File: src/rtl/simple_comp_result_fifo.sv
// First-word-fall-through result FIFO behind simple_comp, with occupancy count and sticky overflow.
// Optional change filter (push only when d_in differs from the last pushed word): SIMPLE_COMP_CHANGE_FILTER_EN.
module simple_comp_result_fifo #(
    parameter int WIDTH  = 16,
    parameter int DEPTH  = 8,
    parameter int ADDR_W = 3
) (
    input  logic              clock,
    input  logic              rst,
    input  logic [WIDTH-1:0]  d_in,
    input  logic              in_valid,
    output logic              in_ready,
    output logic [WIDTH-1:0]  out_data,
    output logic              out_valid,
    input  logic              out_ready,
    output logic [ADDR_W:0]   count,
    output logic              overflow
);

    localparam logic [ADDR_W:0]   LP_FULL    = (ADDR_W+1)'(DEPTH);
    localparam logic [ADDR_W:0]   LP_CNT_ONE = (ADDR_W+1)'(1);
    localparam logic [ADDR_W-1:0] LP_PTR_ONE = ADDR_W'(1);

    logic [WIDTH-1:0]  r_mem [DEPTH];
    logic [ADDR_W-1:0] r_wr_ptr;
    logic [ADDR_W-1:0] r_rd_ptr;
    logic [ADDR_W:0]   r_count;
    logic              r_overflow;

    logic w_full;
    logic w_empty;
    logic w_cand;
    logic w_push;
    logic w_pop;

    assign w_full  = (r_count == LP_FULL);
    assign w_empty = (r_count == '0);

`ifdef SIMPLE_COMP_CHANGE_FILTER_EN
    logic [WIDTH-1:0] r_last_word;
    logic             r_have_last;

    // Repeats of the last accepted word are not push candidates at all.
    assign w_cand = in_valid & (~r_have_last | (d_in != r_last_word));

    always_ff @(posedge clock) begin
        if (rst) begin
            r_last_word <= '0;
            r_have_last <= 1'b0;
        end else if (w_push) begin
            r_last_word <= d_in;
            r_have_last <= 1'b1;
        end
    end
`else
    assign w_cand = in_valid;
`endif

    // No push-through when full, even if the head is popped this edge.
    assign w_push = w_cand & ~w_full;
    assign w_pop  = ~w_empty & out_ready;

    always_ff @(posedge clock) begin
        if (w_push) begin
            r_mem[r_wr_ptr] <= d_in;
        end
    end

    always_ff @(posedge clock) begin
        if (rst) begin
            r_wr_ptr   <= '0;
            r_rd_ptr   <= '0;
            r_count    <= '0;
            r_overflow <= 1'b0;
        end else begin
            if (w_push) begin
                r_wr_ptr <= r_wr_ptr + LP_PTR_ONE;
            end
            if (w_pop) begin
                r_rd_ptr <= r_rd_ptr + LP_PTR_ONE;
            end
            case ({w_push, w_pop})
                2'b10:   r_count <= r_count + LP_CNT_ONE;
                2'b01:   r_count <= r_count - LP_CNT_ONE;
                default: r_count <= r_count;
            endcase
            if (w_cand & w_full) begin
                r_overflow <= 1'b1;
            end
        end
    end

    assign in_ready  = ~w_full;
    assign out_valid = ~w_empty;
    assign out_data  = w_empty ? '0 : r_mem[r_rd_ptr];
    assign count     = r_count;
    assign overflow  = r_overflow;

endmodule

File: config.mk
export PLATFORM = sky130hd
export DESIGN_NAME = simple_comp_result_fifo
export DESIGN_NICKNAME = d
export VERILOG_FILES = /design/src/rtl/simple_comp_result_fifo.sv
export SDC_FILE = /design/constraint.sdc
export NUM_CORES = 1
export LEC_CHECK = 0
export ABC_AREA = 1
export BUFFER_PORTS_ARGS = -buffer_cell sky130_fd_sc_hd__buf_2
export CAP_MARGIN = 10
export CORE_MARGIN = 5
export CORE_UTILIZATION = 54
export DETAILED_ROUTE_END_ITERATION = 16
export MAX_ROUTING_LAYER = met4
export PLACE_DENSITY_LB_ADDON = 0.15
export SETUP_SLACK_MARGIN = 0.2
export SYNTH_ARGS = -nofsm -noshare
export SYNTH_HDL_FRONTEND = slang
export SYNTH_SLANG_ARGS = --single-unit
File: constraint.sdc
create_clock -name clock -period 1.7 [get_ports clock]
set_input_delay 0.34 -clock clock [delete_from_list [all_inputs] [get_ports clock]]
set_output_delay 0.34 -clock clock [all_outputs]
set_load 0.005 [all_outputs]
**Word-level counts from Yosys, hierarchy flattened**

Memories as Yosys holds them, arrays and structs flattened. A register that Yosys moved wholly into a read port is not among the register bits.
Cells that the tools add are included.

- Register bits: 11
- Bits in writable memories: 128
- Bits of input ports: 20
- Word-level logic and storage cells: 25
- Memories kept: 1

Memories:

| name | words | bits a word | rd ports | clocked after Yosys merged registers in | write ports | RTL line | source |
|---|---|---|---|---|---|---|---|
| r_mem | 8 | 16 | 1 | 1 | 1 | 24 | `logic [WIDTH-1:0] r_mem [DEPTH];` |

- Add/subtract/negate cells: 4
- Eq/ne operators: 3
- Mux-type cells: 6
- Bitwise operators: 5
- Reductions and logical operators: 2

Operator list:

| cell | count |
|---|---|
| $mux W16 | 1 |
| $pmux W4 S2 | 1 |
| $add A3 B1 Y3 const B | 2 |
| $mux W3 | 2 |
| $add A4 B1 Y4 const B | 1 |
| $eq A4 B4 Y1 const B | 1 |
| $logic_not A4 Y1 | 1 |
| $sub A4 B1 Y4 const B | 1 |
| $and A1 B1 Y1 | 3 |
| $eq A2 B1 Y1 const B | 1 |
| $eq A2 B2 Y1 const B | 1 |
| $mux W1 | 2 |
| $not A1 Y1 | 2 |
| $reduce_bool A2 Y1 | 1 |

**Longest topological paths before layout**

Gate-level depths: netlist of the first run.

- Word-level depth: 5
- Mapped depth: 14

**Worst setup path after synthesis of the first run**

No wires, ideal clock.

- Kind: register to register
- Start: register r_count[1], in the netlist count[1]
- End: memory r_mem[1][0] (enable)
- Arrival: 1.561 ns
- Required time: 1.312 ns
- Slack: -0.249 ns
- Cell stages (with the launch flop): 7
- Path buffers: 0
- Cells stage by stage: dfxtp_1 -> nor2_4 -> nand3_2 -> nand2_2 -> nor2_1 -> inv_1 -> nor2_1

- Longest elaborated chain between the ends: 5

Ends and longest elaborated chain:

| element | RTL line | source |
|---|---|---|
| from (decl) | 27 | `logic [ADDR_W:0] r_count;` |
| from (signal assigned) | 83 | `2'b10: r_count <= r_count + LP_CNT_ONE;` |
| from (signal assigned) | 84 | `2'b01: r_count <= r_count - LP_CNT_ONE;` |
| from (signal assigned) | 85 | `default: r_count <= r_count;` |
| $eq A4 B4 Y1 | 36 | `assign w_full = (r_count == LP_FULL);` |
| $not A1 Y1 | - |  |
| net in_ready | 12 | `output logic in_ready,` |
| $and A1 B1 Y1 | 60 | `assign w_push = w_cand & ~w_full;` |
| $mux W1 | 64 | `if (w_push) begin` |
| $mux W1 (not written as such) | 65 | `r_mem[r_wr_ptr] <= d_in;` |
| to (decl) | 24 |  |

The timed path passes the listed nets, and every way through them passes these cells.

==> summary.txt, run 1 <==
Placement
  • Post-DP HPWL: 7.206 mm
  • Routability cong.: 0.7705
  • Inst Count DP: ~660
  • Port bufs: between 40 and 50

Die
  • Row cnt: 37
  • Die Wd: approximately 110 um
  • Starting Density: 55.61%
  • Die H: 113.3 um
  • # IOs: 43
  • Die Area: about 0.013 mm^2
  • Core box area: 0.01037 mm^2

Global route
  • First-pass GRT wire length: between 20 and 25 mm
  • Vias in the first global route: 3896
  • GRT Total Usage: 21.73%
  • Initial antenna violation count: 0
  • Largest net degree at the start of global routing: 33
  • GRT overflow: 0

CTS
  • Clock Latency Late Sink: 0.51 ns
  • Cts bufs inserted: 17
  • # clock sinks: 142
  • Root Buffer: clkbuf_8
  • Reg clk slew, reported paths: 0.06 ns
  • Maximum buffer depth of the clock tree: 2
  • H-tree Lvls: 4
  • CTS tree: done

Job
  • Max-cap check violation count: 0

Cells and area
  • Final cell utilization of the core: 74.12%
  • Fin cells: 727
  • Most frequent cells in the layout: 128 x edfxtp_1, 108 x nor2_1, 40 x buf_2, 37 x o21ai_0
  • Layout Area Growth over Synthesis: 33.28%
  • Ant. Diodes: 0
  • Filler instances: 651
  • Most common cell after layout, fill and taps aside: edfxtp_1
  • Share of layout cells above drive strength 1: about a third
  • Final nets: 604

Critical path
  • Crit-path most repeated cell: nor2_1
  • Cell Chain, Critical Path: buf_12 > buf_4 > o21ai_0 > o22ai_1 > nor2_1 > nor2_1 > buf_2
  • CP required: 1.36 ns
  • CP max-delay cell: dfxtp_4
  • Worst path top cell family by delay: flip-flops
  • CP Data Arrival Time: between 1.5 and 2 ns
  • Crit-path max FO: 12
  • Worst Path Buf+Inv: 3
  • Worst setup EP type: primary output
  • Reg2reg path depth: 13
  • Crit path kind: register to primary output
  • Crit path depth: 7
  • Delay of the slowest cell on the worst path: 0.44 ns
  • CP startpoint kind: register

Drt
  • Violation count after the first detailed-route iteration: 361
  • Vias per std cell: 5.597
  • Total Wirelength: 14.17 mm
  • Routed length per placed instance: between 15 and 20 um
  • Drt drc: 0
  • Via count: 4069
  • Initial DRT Pass Iterations: 5
  • ANT nets after route: 0

Synthesis
  • #FFs+latches synth: 142
  • Post-Syn Instances: 476
  • Synth Cell Area: 0.005767 mm^2
  • Mapped Nets: 501
  • Syn avg cell area: 12.12 um^2
  • YS warnings: 0
  • Post-synth cell types: 30
  • Register area share after synthesis: 71.51%

STA
  • RSZ-0062 raised after global routing: yes
  • Max Slew Vio Count: 0
  • Crit share post-route: 128.1%
  • Minimum clock period: ~2.2 ns
  • Layout Skew: about 0.014 ns
  • Slew margin rel.: between 80% and 90%
  • Final worst setup slack: -0.4779 ns
  • Final setup vio count: 83
  • Hold Violations, Final: 0
  • Worst-Margin Slew: 0.2816 ns
  • Fmax: 459.2 MHz

Min path
  • Hold path depth: 1
  • HP Class: input pin to register

Pwr
  • Comb pwr share: a little over a third
  • Leak: 0.002834 uW
  • Clk pwr share: 28.6%
  • Reg power frac: 35.5%
  • Worst vdd ir: 1301 uV
  • Switching pwr: 3861 uW
  • Switching Fraction: between 30 and 40%
  • Design Power: 12060 uW
  • Power Density: around 1600 mW/mm^2
  • Pint: 8204 uW

Outcome
  • Failing checks: negative setup slack
  • Outcome: finished, violations left
## through the flow
stage | setup slack, ns | hold slack [ns] | area, um^2 | setup TNS [ns]
after global routing | -0.5614 | 0.08814 | 7686 | -14.68
after detailed placement | -0.02365 | 0.4515 | 6462 | -0.1083
after global placement | 0.02157 | 0.4386 | 6462 | 0
after floorplan | -0.02329 | 0.4389 | 5861 | -0.02329
final | -0.4779 | 0.09928 | 7686 | -7.863
after CTS | -0.4170 | 0.07987 | 7358 | -6.112
## power by group through the flow
stage	clock network [uW]	logic, uW	registers [uW]
floorplan	0	1940	4280
global placement	0	3050	4280
detailed placement	0	3110	4290
CTS	3470	3640	4240
global route	3650	4680	4300
finish	3450	4340	4280
## synthesized netlist by cell type (all sizes together)
library cell / instances / area, um^2
edfxtp: 128 / 3844
o21ai: 68 / 340.3
xor2: 1 / 8.760
a21oi: 9 / 45.04
clkbuf: 8 / 31.28
ha: 5 / 62.56
nand3: 6 / 47.55
nor3b: 2 / 25.02
dfxtp: 14 / 280.3
xnor2: 2 / 17.52
nor3: 2 / 10.01
nand2: 35 / 141.4
nor2: 126 / 480.5
o211ai: 16 / 120.1
nand4: 1 / 6.260
a211oi: 1 / 7.510
o22ai: 16 / 100.1
buf: 16 / 121.4
inv: 19 / 71.32
or2: 1 / 6.260
## cell families after synthesis
family	Yosys count	synth area share, %
simple gates	173	12.43
compound gates	110	10.63
buf+inv	43	3.884
fa+ha+maj	5	1.085
flops	142	71.51
xor+xnor	3	0.4557
## per-layer routing
layer,vias to the layer above,routed length (um),global-route usage (%)
met5,-,0,-
met4,0,244,7.131
met3,22,719,4.332
met2,132,7360,35.43
met1,2003,5846,27.50
li1,1912,-,-
## state kept, by name, indices dropped and copies added (netlist names), named ones only
name      count
count         4
r_mem       128
r_rd_ptr      3
overflow      1
r_wr_ptr      3
## final timing paths
| path | start | endpoint | slack, ns |
|---|---|---|---|
| worst max-delay path | register | out_data[5] | -0.48 |
| worst min-delay path | d_in[7] | r_mem[7][7] | 0.1 |
| worst max register to register | count[0] | count[3] | -0.13 |
| worst min register to register | overflow | overflow | 0.46 |
## repair_timing
| item | 4_1_cts | 5_1_grt |
|---|---|---|
| endpoints found under the setup margin | 151 | 154 |
| hold buffers | 0 | 0 |
| pin swaps | 2 | 24 |
| cloned | 3 | 2 |
| buffers inserted | 11 | 17 |
| resized for setup | 43 | 52 |
## area by class of cell
type / count / area, um^2 / area share, %
Sequential cell: 142 / 4144 / 53.91
Clock buffer: 17 / 414.1 / 5.388
Clock inverter: 14 / 141.4 / 1.839
Multi-Input combinational cell: 291 / 1627 / 21.16
Tap cell: 136 / 170.2 / 2.214
Timing Repair Buffer: 108 / 1109 / 14.42
Inverter: 19 / 81.33 / 1.058
(Power assumes the default switching activity.)
==> run 2: changes to the inputs <==
PLACE_DENSITY = 0.79   (was unset)
PLACE_DENSITY_LB_ADDON = unset   (was 0.15)
==> run 2 against run 1 <==
Compared with the run above:
- the run still ends with negative setup slack left
- clock skew fell by 0.0070 ns
- design area increased by 0.42%
- fmax is 1.2% lower
- hold slack worse by 0.018 ns
- sequential power hardly changed
- core utilization grew 0.31 points
- clock power is 4% higher
- register-to-register slack got worse by 0.09 ns
- flip-flop and latch count did not move
- via count is 3.1% higher
- total power is 3.3% higher
- first-iteration DRC count increased by 35%
- critical path type unchanged
- highest routed layer unchanged
==> summary.txt, run 2 (synthesized netlist as in run 1, its figures left out) <==
Outcome
  • Outcome: finished, violations left
  • Failing checks: negative setup slack

STA
  • WHS: 0.08144 ns (-0.01783 ns)
  • Final setup vio count: 141 (+70%)
  • RSZ-0062 raised after global routing: yes
  • Hold Violations, Final: 0 (unchanged)
  • Fmax: 453.4 MHz (-1.2%)
  • Layout Skew: 0.007080 ns (-0.007029 ns)
  • Crit share post-route: 129.7% (+1.6 points)
  • Worst-Margin Slew: 0.3309 ns (+0.04931 ns)
  • Minimum clock period: 2.205 ns (+0.02752 ns)
  • Max Slew Vio Count: 0 (unchanged)
  • Final worst setup slack: -0.5055 ns (-0.02752 ns)
  • Slew margin rel.: 77.71% (-3.3 points)

Drt
  • Post-Route M1 WL: 5.878 mm (+0.55%)
  • ANT nets after route: 0 (unchanged)
  • Violation count after the first detailed-route iteration: 488 (+35%)
  • Routed length per placed instance: 20.91 um (+7.3%)
  • Routed length on met2: 7.889 mm (+7.2%)
  • Initial DRT Pass Iterations: 5 (unchanged)
  • Met3 wire length: 895 um (+24%)
  • Vias per std cell: 5.825 (+4.1%)
  • Total Wirelength: 15.05 mm (+6.2%)
  • Via count: 4194 (+3.1%)
  • Drt drc: 0 (unchanged)
  • Highest routed layer: met4

CTS
  • CTS tree: done
  • # clock sinks: 142 (unchanged)
  • Maximum buffer depth of the clock tree: 2 (unchanged)
  • Reg clk slew, reported paths: 0.06 ns (about the same)
  • Clock Latency Late Sink: 0.52 ns (about the same)
  • H-tree Lvls: 4 (unchanged)
  • Cts bufs inserted: 17 (unchanged)
  • Root Buffer: clkbuf_8
  • Number of buffers inserted by hold repair at cts: 0 (unchanged)

Global route
  • Largest net degree at the start of global routing: 33 (unchanged)
  • GRT Total Usage: 23.70% (+2.0 points)
  • GRT overflow: 0 (unchanged)
  • Vias in the first global route: 4188 (+7.5%)
  • Initial antenna violation count: 0 (unchanged)
  • First-pass GRT wire length: 22.27 mm (+8.4%)

Min path
  • Hold Startpoint: d_in[6]
  • Hold path depth: 1 (unchanged)
  • Worst Hold End: r_mem[4][6]
  • HP Class: input pin to register

Placement
  • Placed Instance Area: 0.006447 mm^2 (-0.23%)
  • Post-DP HPWL: 7.048 mm (-2.2%)
  • Port bufs: 42 (unchanged)
  • Routability cong.: 0.7729 (+0.31%)

Die
  • # IOs: 43 (unchanged)
  • Starting Density: 55.61% (unchanged)
  • Die Wd: 113.3 um (unchanged)
  • Core box area: 0.01037 mm^2 (unchanged)
  • Die Area: 0.01285 mm^2 (unchanged)
  • Die H: 113.3 um (unchanged)
  • Row cnt: 37 (unchanged)

Pwr
  • Power Density: 1615 mW/mm^2 (+2.9%)
  • Leak: 0.002844 uW (+0.34%)
  • Worst vdd ir: 1221 uV (-6.1%)

Critical path
  • CP required: 1.36 ns (about the same)
  • Cell Chain, Critical Path: inv_6 > buf_12 > nor2_1 > o211ai_1 > nand2_1 > nor2_2 > buf_2
  • Worst path top cell family by delay: buffers and inverters
  • Crit-path max FO: 11 (-1)
  • Worst Path Buf+Inv: 3 (unchanged)
  • CP max-delay cell: dfxtp_4
  • CP Data Arrival Time: 1.87 ns (+0.03 ns)
  • Reg2reg path depth: 14 (+1)
  • R2R Path Start: count[0]
  • CP startpoint kind: register
  • Worst setup EP type: primary output
  • Delay of the slowest cell on the worst path: 0.39 ns (-0.05 ns)
  • Crit path kind: register to primary output
  • Worst reg2reg path endpoint: count[2]
  • R2r setup slk: -0.22 ns (-0.09 ns)

Cells and area
  • Filler instances: 605 (-7.1%)
  • Final cell utilization of the core: 74.43% (+0.31 points)
  • Ant. Diodes: 0 (unchanged)
  • Most frequent cells in the layout: 128 x edfxtp_1, 108 x nor2_1, 41 x o21ai_0, 37 x buf_2, 29 x nand2_1
  • Share of layout cells above drive strength 1: 30.82% (-1.7 points)
  • Layout Area Growth over Synthesis: 33.85%
  • Fin area: 0.007719 mm^2 (+0.42%)
  • Most common cell after layout, fill and taps aside: edfxtp_1
  • Largest register FFs: 128 (unchanged)
  • Final nets: 596 (-1.3%)
  • Largest register by flop count: r_mem

Job
  • Max-cap check violation count: 0 (unchanged)
-- run 2: how the worst max path moves through the flow --
stage,from,end,cells after the start
4_1_cts,register,out_data[12],7
3_3_place_gp,count[0],count[2],13
5_1_grt,register,out_data[12],8
3_5_place_dp,count[0],count[2],13
6_report,register,out_data[12],7
2_1_floorplan,count[0],count[2],13
-- run 2: final cells by class --
| cell class | count | area (um^2) | share of cell area, % |
|---|---|---|---|
| flip-flops and latches | 142 | 4141 | 53.66 |
| multi-input cells | 291 | 1639 | 21.24 |
| repair buffers | 100 | 1116 | 14.46 |
| clock buffers | 20 | 425.4 | 5.511 |
| well taps | 136 | 170.2 | 2.205 |
| clock inverters | 12 | 145.1 | 1.880 |
| inverters | 19 | 81.33 | 1.054 |
-- run 2: worst register-to-register path, cell delays in order, from the launching register on --
cell,delay (ns)
dfxtp_4,0.36
nor2_4,0.15
buf_6,0.12
buf_6,0.09
nand3_4,0.07
nand2_4,0.10
ha_4,0.16
nand2_2,0.05
inv_2,0.08
nor2_4,0.05
ha_4,0.16
a21oi_4,0.12
xnor2_2,0.07
o21ai_1,0.15
inv_1,0.06
-- run 2: where the power goes --
group / internal (uW) / switching [uW] / total, uW
Sequential: 4110 / 167 / 4270
Clock: 2220 / 1380 / 3600
Combinational: 2140 / 2460 / 4600
Total: 8470 / 4000 / 12500
-- run 2: what timing repair did --
item | 4_1_cts | 5_1_grt
setup endpoints to repair | 151 | 155
resized for setup | 54 | 34
buffers inserted | 17 | 8
pin swaps | 11 | 17
cloned | 4 | 3
-- run 2: through the flow --
step | cells | power, uW | worst slack (ns) | setup TNS [ns]
after floorplan | 476 | 6220 | -0.02329 | -0.02329
after global placement | 656 | 7309 | 0.03400 | 0
after detailed placement | 656 | 7438 | -0.006839 | -0.006839
after CTS | 709 | 11880 | -0.4680 | -8.880
after global routing | 720 | 13020 | -0.5654 | -24.49
final | 720 | 12470 | -0.5055 | -15.47
-- run 2: layer usage --
layer  vias up  GRT usage [%]
met5         -              -
met4         0          9.054
met3        37          5.561
met2       194          38.98
met1      2070          28.58
li1       1893              -
==> run 3: changes to the inputs <==
CORE_UTILIZATION = 59   (was 54)
PLACE_DENSITY = 0.81   (was 0.79)
clock period = 2.34 ns   (was 1.7 ns; I/O delays follow)
==> run 3 against run 2 <==
Compared with the run above:
- the run still ends with negative setup slack left
- count of clock-buffer cells in the layout decreased by 3
- non-clock buffer count is 21 lower
- clock power down 28%
- flip-flop and latch count unchanged
- via count is 1.9% lower
- hold slack better by 0.12 ns
- wire length decreased by 6.5%
- critical path type unchanged
==> summary.txt, run 3 (synthesized netlist as in run 1, its figures left out) <==
Outcome
  • Outcome: finished, violations left
  • Failing checks: negative setup slack

CTS
  • Cts bufs inserted: 17 (unchanged)
  • Reg clk slew, reported paths: 0.07 ns (about the same)
  • Root Buffer: clkbuf_8
  • H-tree Lvls: 4 (unchanged)
  • Clock Latency Late Sink: 0.53 ns (about the same)
  • CTS tree: done
  • # clock sinks: 142 (unchanged)
  • Maximum buffer depth of the clock tree: 2 (unchanged)

STA
  • Max Slew Vio Count: 0 (unchanged)
  • Hold Violations, Final: 0 (unchanged)
  • Worst-Margin Slew: 0.4003 ns (+0.06942 ns)
  • Fmax: 402.6 MHz
  • Slew margin rel.: 73.31% (-4.4 points)
  • Final setup vio count: 9 (-94%)
  • Final worst setup slack: -0.1437 ns (+0.3617 ns)
  • Crit share post-route: 106.1%
  • Minimum clock period: 2.484 ns
  • RSZ-0062 raised after global routing: yes
  • Layout Skew: 0.01189 ns (+0.004805 ns)

Drt
  • Routed length on met2: 7.027 mm (-11%)
  • Drt drc: 0 (unchanged)
  • Highest routed layer: met4
  • Violation count after the first detailed-route iteration: 461 (-5.5%)
  • Initial DRT Pass Iterations: 7 (+2)
  • Vias per std cell: 5.914 (+1.5%)
  • Total Wirelength: 14.08 mm (-6.5%)
  • Post-Route M1 WL: 5.259 mm (-11%)
  • Met3 wire length: 1.338 mm (+49%)
  • Routed length per placed instance: 20.23 um (-3.2%)
  • ANT nets after route: 0 (unchanged)
  • Via count: 4116 (-1.9%)

Placement
  • Post-DP HPWL: 7.281 mm (+3.3%)
  • Placed Instance Area: 0.006162 mm^2 (-4.4%)
  • Routability cong.: 0.7968 (+3.1%)
  • Port bufs: 42 (unchanged)

Cells and area
  • Ant. Diodes: 0 (unchanged)
  • Largest register by flop count: r_mem
  • Largest register FFs: 128 (unchanged)
  • Most common cell after layout, fill and taps aside: edfxtp_1
  • Share of layout cells above drive strength 1: 23.09% (-7.7 points)
  • Fin area: 0.007078 mm^2 (-8.3%)
  • Layout Area Growth over Synthesis: 22.74%
  • Final nets: 575 (-3.5%)
  • Most frequent cells in the layout: 128 x edfxtp_1, 120 x nor2_1, 47 x o21ai_0, 42 x buf_2, 33 x nand2_1

Critical path
  • Worst setup EP type: primary output
  • R2r setup slk: 0.37 ns (+0.59 ns)
  • CP required: 1.87 ns (+0.51 ns)
  • CP startpoint kind: register
  • R2R Path Start: count[1]
  • Worst reg2reg path endpoint: count[2]
  • Crit-path max FO: 11 (unchanged)
  • Reg2reg path depth: 12 (-2)
  • CP Data Arrival Time: 2.02 ns (+0.15 ns)
  • Crit path kind: register to primary output

Global route
  • Vias in the first global route: 4021 (-4.0%)
  • GRT Total Usage: 24.79% (+1.1 points)
  • GRT overflow: 0 (unchanged)
  • Initial antenna violation count: 0 (unchanged)
  • First-pass GRT wire length: 20.74 mm (-6.8%)
  • Largest net degree at the start of global routing: 33 (unchanged)

Pwr
  • Design Power: 8233 uW (-34%)
  • Leak: 0.002623 uW (-7.8%)
  • Worst vdd ir: 780.0 uV (-36%)
  • Power Density: 1163 mW/mm^2 (-28%)

Die
  • Die Wd: 108.9 um (-3.9%)
  • Starting Density: 59.83% (+4.2 points)
  • Row cnt: 36 (-2.7%)
  • Die Area: 0.01185 mm^2 (-7.7%)
  • Die H: 108.9 um (-3.9%)
  • Core box area: 0.009639 mm^2 (-7.0%)
  • # IOs: 43 (unchanged)

Min path
  • HP Class: input pin to register
  • Worst Hold End: r_mem[7][8]
  • Hold path depth: 1 (unchanged)
  • Hold Startpoint: d_in[8]

Job
  • Max-cap check violation count: 0 (unchanged)
[run 3: what timing repair did]
item | CTS | global route
pin swaps | 3 | 9
buffers inserted | 6 | 5
hold buffers | 0 | 0
cloned | 2 | 3
setup endpoints to repair | 16 | 17
gates resized for setup | 27 | 16
[run 3: worst max path at each step]
stage / startpoint / to / cells past startpoint
2_1_floorplan: count[1] / r_mem[1][0] / 6
3_3_place_gp: register / out_data[7] / 6
3_5_place_dp: register / out_data[7] / 6
4_1_cts: register / out_data[10] / 8
5_1_grt: register / out_data[9] / 7
6_report: register / out_data[9] / 7
[run 3: layout make-up]
class	instances	area, um^2
clock buffers	17	414.1
clock inverters	15	161.4
fillers	595	2561
inverters	19	77.57
multi-input cells	291	1444
flip-flops and latches	142	4131
well taps	133	166.4
repair buffers	79	683.2
[run 3: where the power goes]
part | total, uW | internal (uW) | switching, uW | leakage, uW
registers | 3120 | 2970 | 149 | 0.00128
clock network | 2610 | 1530 | 1080 | 0.000268
logic | 2500 | 1040 | 1460 | 0.00108
[run 3: stage by stage]
step / instances / worst slack [ns] / util, % / hold WS [ns] / TNS [ns]
floorplan: 476 / 0.3910 / - / 0.4466 / 0
global placement: 648 / 0.4091 / 63.93 / 0.4330 / 0
detailed placement: 648 / 0.3180 / 63.93 / 0.4784 / 0
CTS: 688 / 0.03332 / 71.92 / 0.1881 / 0
global route: 696 / -0.2048 / 73.43 / 0.1888 / -1.766
finish: 696 / -0.1437 / 73.43 / 0.2013 / -0.4580
[run 3: worst max-delay path, cell delays in order, from the launching register on]
cell and delay, ns:
dfxtp_4 0.46, buf_4 0.17, clkbuf_16 0.15, o21ai_0 0.10, o22ai_1 0.24, nor2_1 0.08, nor2_1 0.14, buf_2 0.13
[run 3: metal layers]
metal / GRT usage (%) / up-vias
li1: - / 1846
met1: 29.85 / 1950
met2: 40.26 / 275
met3: 6.394 / 45
met4: 9.829 / 0
met5: - / -
